`src/rtl/utils_mul_cla_pipe_pkg.sv`:
```
// rtl/utils_mul_cla_pipe_pkg.sv - shared defaults, mode encoding and stage-count helper for the pipelined CLA adder
package utils_mul_cla_pipe_pkg;

    localparam int DEF_WIDTH = 32;
    localparam int DEF_GROUP = 8;

    typedef enum logic {
        MUL_ADD = 1'b0,
        MUL_SUB = 1'b1
    } mul_mode_e;

    function automatic int ngrp(input int width, input int group);
        return width / group;
    endfunction

endpackage

```
`src/rtl/utils_mul_cla_grp.sv`:
```
// rtl/utils_mul_cla_grp.sv - combinational GROUP-bit carry-lookahead slice
module utils_mul_cla_grp
    import utils_mul_cla_pipe_pkg::*;
#(
    parameter int GROUP = DEF_GROUP
) (
    input  logic [GROUP-1:0] a,
    input  logic [GROUP-1:0] b,
    input  logic             ci,
    output logic [GROUP-1:0] sum,
    output logic             c_msb,
    output logic             gx,
    output logic             px
);

    logic [GROUP-1:0] g;
    logic [GROUP-1:0] p;
    logic [GROUP-1:0] c;

    // Per-bit generate/propagate, internal carries, and the group-level G/P terms
    always_comb begin
        g = a & b;
        p = a ^ b;
        c = '0;
        c[0] = ci;
        for (int i = 1; i < GROUP; i++) begin
            c[i] = g[i-1] | (p[i-1] & c[i-1]);
        end
        sum   = p ^ c;
        // Carry into the slice MSB; the top stage needs it for signed overflow
        c_msb = c[GROUP-1];
        gx = 1'b0;
        for (int i = 0; i < GROUP; i++) begin
            gx = g[i] | (p[i] & gx);
        end
        px = &p;
    end

endmodule

```
`src/rtl/utils_mul_cla_pipe.sv`:
```
// rtl/utils_mul_cla_pipe.sv - pipelined carry-lookahead adder/subtractor, one group per stage
module utils_mul_cla_pipe
    import utils_mul_cla_pipe_pkg::*;
#(
    parameter int WIDTH = DEF_WIDTH,
    parameter int GROUP = DEF_GROUP
) (
    input  logic             clk,
    input  logic             rst,
    input  logic             in_valid,
    output logic             in_ready,
    input  logic [WIDTH-1:0] in_a,
    input  logic [WIDTH-1:0] in_b,
    input  logic             in_ci,
    input  logic             in_sub,
    output logic             out_valid,
    input  logic             out_ready,
    output logic [WIDTH-1:0] out_sum,
    output logic             out_co,
    output logic             out_ovf
);

    localparam int NGRP = ngrp(WIDTH, GROUP);

    if ((WIDTH % GROUP) != 0) begin : g_bad_params
        $error("utils_mul_cla_pipe: WIDTH must be a multiple of GROUP");
    end

    // Stage inputs: stage 0 sees the ports, stage k sees the registers of stage k-1.
    // Raw operand words are shifted down one group per stage so every stage works on bits [GROUP-1:0];
    // finished sum groups enter at the top and drift down until group 0 lands at bit 0.
    logic [WIDTH-1:0] a_src [NGRP];
    logic [WIDTH-1:0] b_src [NGRP];
    logic [WIDTH-1:0] s_src [NGRP];
    logic             c_src [NGRP];
    logic             v_src [NGRP];

    logic [WIDTH-1:0] a_q [NGRP];
    logic [WIDTH-1:0] b_q [NGRP];
    logic [WIDTH-1:0] s_q [NGRP];
    logic             c_q [NGRP];
    logic             v_q [NGRP];

    logic [GROUP-1:0] gsum  [NGRP];
    logic             gcmsb [NGRP];
    logic             ggx   [NGRP];
    logic             gpx   [NGRP];
    logic             gco   [NGRP];

    logic en;
    logic co_q;
    logic ovf_q;
    logic is_sub;

    // One shared advance for the whole pipe: nothing moves while the output beat is blocked
    assign en       = !out_valid || out_ready;
    assign in_ready = en;

    // Subtract is folded in at the entry: invert B and force the carry into group 0
    assign is_sub   = (mul_mode_e'(in_sub) == MUL_SUB);
    assign a_src[0] = in_a;
    assign b_src[0] = is_sub ? ~in_b : in_b;
    assign c_src[0] = is_sub ? 1'b1 : in_ci;
    assign s_src[0] = '0;
    assign v_src[0] = in_valid;

    for (genvar k = 0; k < NGRP; k++) begin : g_stage
        if (k > 0) begin : g_link
            assign a_src[k] = a_q[k-1];
            assign b_src[k] = b_q[k-1];
            assign s_src[k] = s_q[k-1];
            assign c_src[k] = c_q[k-1];
            assign v_src[k] = v_q[k-1];
        end

        utils_mul_cla_grp #(
            .GROUP (GROUP)
        ) u_grp (
            .a     (a_src[k][GROUP-1:0]),
            .b     (b_src[k][GROUP-1:0]),
            .ci    (c_src[k]),
            .sum   (gsum[k]),
            .c_msb (gcmsb[k]),
            .gx    (ggx[k]),
            .px    (gpx[k])
        );

        assign gco[k] = ggx[k] | (gpx[k] & c_src[k]);

        // Stage register: resolve this group, pass the rest along, carry out feeds the next stage
        always_ff @(posedge clk) begin
            if (rst) begin
                v_q[k] <= 1'b0;
                a_q[k] <= '0;
                b_q[k] <= '0;
                s_q[k] <= '0;
                c_q[k] <= 1'b0;
            end else if (en) begin
                v_q[k] <= v_src[k];
                a_q[k] <= a_src[k] >> GROUP;
                b_q[k] <= b_src[k] >> GROUP;
                s_q[k] <= (s_src[k] >> GROUP) | (WIDTH'(gsum[k]) << (WIDTH - GROUP));
                c_q[k] <= gco[k];
            end
        end
    end

    // Carry-out and signed overflow come from the top group, captured alongside the final sum
    always_ff @(posedge clk) begin
        if (rst) begin
            co_q  <= 1'b0;
            ovf_q <= 1'b0;
        end else if (en) begin
            co_q  <= gco[NGRP-1];
            ovf_q <= gco[NGRP-1] ^ gcmsb[NGRP-1];
        end
    end

    assign out_valid = v_q[NGRP-1];
    assign out_sum   = s_q[NGRP-1];
    assign out_co    = co_q;
    assign out_ovf   = ovf_q;

endmodule

```
`config.mk`:
```
export PLATFORM = sky130hd
export DESIGN_NAME = utils_mul_cla_pipe
export DESIGN_NICKNAME = d
export VERILOG_FILES = /design/src/rtl/utils_mul_cla_pipe_pkg.sv /design/src/rtl/utils_mul_cla_grp.sv /design/src/rtl/utils_mul_cla_pipe.sv
export SDC_FILE = /design/constraint.sdc
export NUM_CORES = 1
export LEC_CHECK = 0
export BUFFER_PORTS_ARGS = -buffer_cell sky130_fd_sc_hd__buf_2
export CAP_MARGIN = 10
export CORE_ASPECT_RATIO = 0.75
export CORE_UTILIZATION = 58
export DETAILED_ROUTE_END_ITERATION = 10
export PLACE_DENSITY = 0.87
export SLEW_MARGIN = 5
export SYNTH_ARGS = -nofsm -noshare
export SYNTH_HDL_FRONTEND = slang
export SYNTH_SLANG_ARGS = --single-unit
```
`constraint.sdc`:
```
create_clock -name clk -period 6.1 [get_ports clk]
set_input_delay 1.83 -clock clk [delete_from_list [all_inputs] [get_ports clk]]
set_output_delay 1.83 -clock clk [all_outputs]
set_load 0.02 [all_outputs]
```
==> metrics <==
post-DR vias/cell 4.88; Hold Path Class reg -> reg; clock latency at the later pin of the worst-skew pair 0.42 ns; status finished clean; clk_skew 0.00730 ns; Pleak 4.31 nW; cts bufs inserted 17; Power Density 287 nW/um^2; clock buffer depth 2; sw power 0.000601 W; syn_nets 699; Critical Path RT 6.24 ns; critical path launch point in_sub; Net Sw Frac 0.217; share of the yosys chip area belonging to registers 0.655; RSZ-0062 raised after global routing false; Worst Setup EP s_q[0][31]; Max Clock Freq 185 MHz; Post-Route WL 12,600 um; Slew Limit Fails 0; r2r startpoint a_q[1][0]; Core ar. 14,000 um^2; Syn Std Cell Area 8450 um^2; Reg2Reg Depth 11; initial antenna violation count 0; largest net degree at the start of global routing 146; critical path type in -> reg; setup TNS 0 ns; antenna viol nets, final 0; Max FO, Critical Path 6; Seq pwr share 0.553; full die area 15,100 um^2; Post-Synthesis Cells 569; synth warn 0; post-route setup slack 0.692 ns; main area contributors after synthesis edfxtp_1, and2_1, fa_1; Yosys top cell area share 0.651; Die X-Extent 141 um; FF+latch count, synth 185; vias in the first global route 4,354; global-route wire length before repair 20,700 um; share of layout cells above drive strength 1 0.205; FF-to-FF End s_q[3][31]; Initial Util 0.604; row cnt 37; PortBufs 105; post-CTS setup buffers 0; gpl congestion 0.964; library cells used by synthesis 35; Inserted Diodes 0; Residual DRC 0; CTS tree yes; All-Layer GR Usage 0.184; Worst-path clk slew 0.06 ns; drt pass-1 iters 4; clk sink count 185; Final Cycle Share 0.887; internal cell power 0.00217 W; Final min period 5.41 ns; post-DR wirelength/cell 14.4 um; Crit. End Element register; Die Span Y 107 um; Logic pwr share 0.088; DP Worst Slack 0.266 ns; Clock power frac 0.359; Avg Cell Area, Syn 14.8 um^2; Reg2Reg Setup Slack 2.39 ns; H-Tree Depth 4; Worst Max-Slew Pin Slew 1.01 ns; via count 4,292; final setup fails 0; synthesis-to-finish area growth 14.1%; CP Data Arrival Time 5.54 ns; min-delay src out_ovf; CTS resizes 0; startpoint type of the worst setup path input pin; initial DRC count 230; max_slew headroom 0.329; GR Overflow Total 0; cts hold-fix bufs 0; IO Pins 106; Max IR drop VDD 0.207 mV; dpl hpwl 8570 um; Max Cap Viol 0; final net count 803; Fin. Hold Viols 0; CTS Root Cell clkbuf_16; post-synth top area cell edfxtp_1
[cell type report]
type / count / area, um^2
Clock buffer: 19 / 433
Clock inverter: 11 / 97.6
Fill cell: 960 / 4340
Inverter: 28 / 105
Multi-Input combinational cell: 332 / 2660
Sequential cell: 185 / 5540
Tap cell: 195 / 244
Timing Repair Buffer: 109 / 568
[through the flow]
stage | instance area, um^2 | util | cells | total power (W) | hold slack, ns
after floorplan | 8450 | - | 569 | 0.00172 | 0.497
after global placement | 9110 | 0.652 | 849 | 0.00178 | 0.463
after detailed placement | 9110 | 0.652 | 849 | 0.00180 | 0.483
after CTS | 9640 | 0.689 | 879 | 0.00279 | 0.493
after global routing | 9640 | 0.689 | 879 | 0.00289 | 0.505
final | 9640 | 0.689 | 879 | 0.00277 | 0.490
[worst min-delay path by stage]
stage                 end  cells after the start  slack (ns)
5_1_grt           out_ovf                      2        0.51
6_report          out_ovf                      2        0.49
3_3_place_gp      out_ovf                      2        0.46
2_1_floorplan  a_q[0][24]                      1        0.50
3_5_place_dp      out_ovf                      2        0.48
4_1_cts           out_ovf                      2        0.49
[metal layers]
layer	track usage	vias up	routed length (um)
met3	0.0414	21	569
met4	0.0908	0	240
met2	0.307	98	6420
met1	0.229	2016	5390
met5	0	-	0
li1	-	2157	-
[logic make-up (layout without fill, tap and decap cells)]
group / count (synthesis) / in the layout / synth area share
simple gates: 201 / 201 / 0.136
flops: 185 / 185 / 0.655
fa+ha+maj: 60 / 60 / 0.114
buf+inv: 52 / 167 / 0.0308
xor+xnor: 37 / 37 / 0.0384
compound gates: 34 / 34 / 0.0255
[cells in the mapped netlist, drive strengths merged]
master  count
edfxtp    183
nor3        1
nand3       2
a21o        4
o22ai       2
a41o        1
nor2b       2
o221ai      1
a211oi      5
and2      142
xnor2      27
clkbuf     11
dfxtp       2
or2         1
nand4       2
o21a        1
a211o       1
ha         32
o31ai       1
buf        13
nor2       45
or3         1
fa         28
a21oi       7
nand2       2
xor2       10
nand2b      3
inv        28
o21ai      10
o211ai      1
[critical path, cell delays in order]
cell    delay [ns]
buf_2         0.16
xor2_1        0.23
inv_1         0.08
fa_1          0.40
fa_1          0.43
fa_1          0.45
fa_1          0.43
fa_1          0.42
fa_1          0.44
fa_1          0.42
xor2_1        0.20
nor2_1        0.06
[cell usage in the layout (no fill, tap or decap), drive strengths merged, types with 19 or more instances in the layout]
| cell type | n |
|---|---|
| ha | 32 |
| buf | 109 |
| xnor2 | 27 |
| inv | 31 |
| clkbuf | 19 |
| nor2 | 45 |
| fa | 28 |
| and2 | 142 |
| edfxtp | 183 |
[power by group through the flow]
stage               Combinational (W)  Sequential, W  Clock (W)
detailed placement           0.000245        0.00156          0
finish                       0.000243        0.00153   0.000994
global placement             0.000229        0.00156          0
floorplan                    0.000153        0.00157          0
global route                 0.000276        0.00154    0.00107
CTS                          0.000246        0.00153    0.00101
[sequential cells by signal (all words and copies together), names as in the netlist]
register,cells
b_q,48
out_co,1
out_ovf,1
v_q,4
s_q,80
a_q,48
c_q,3
Power figures use the tool's default switching activity.
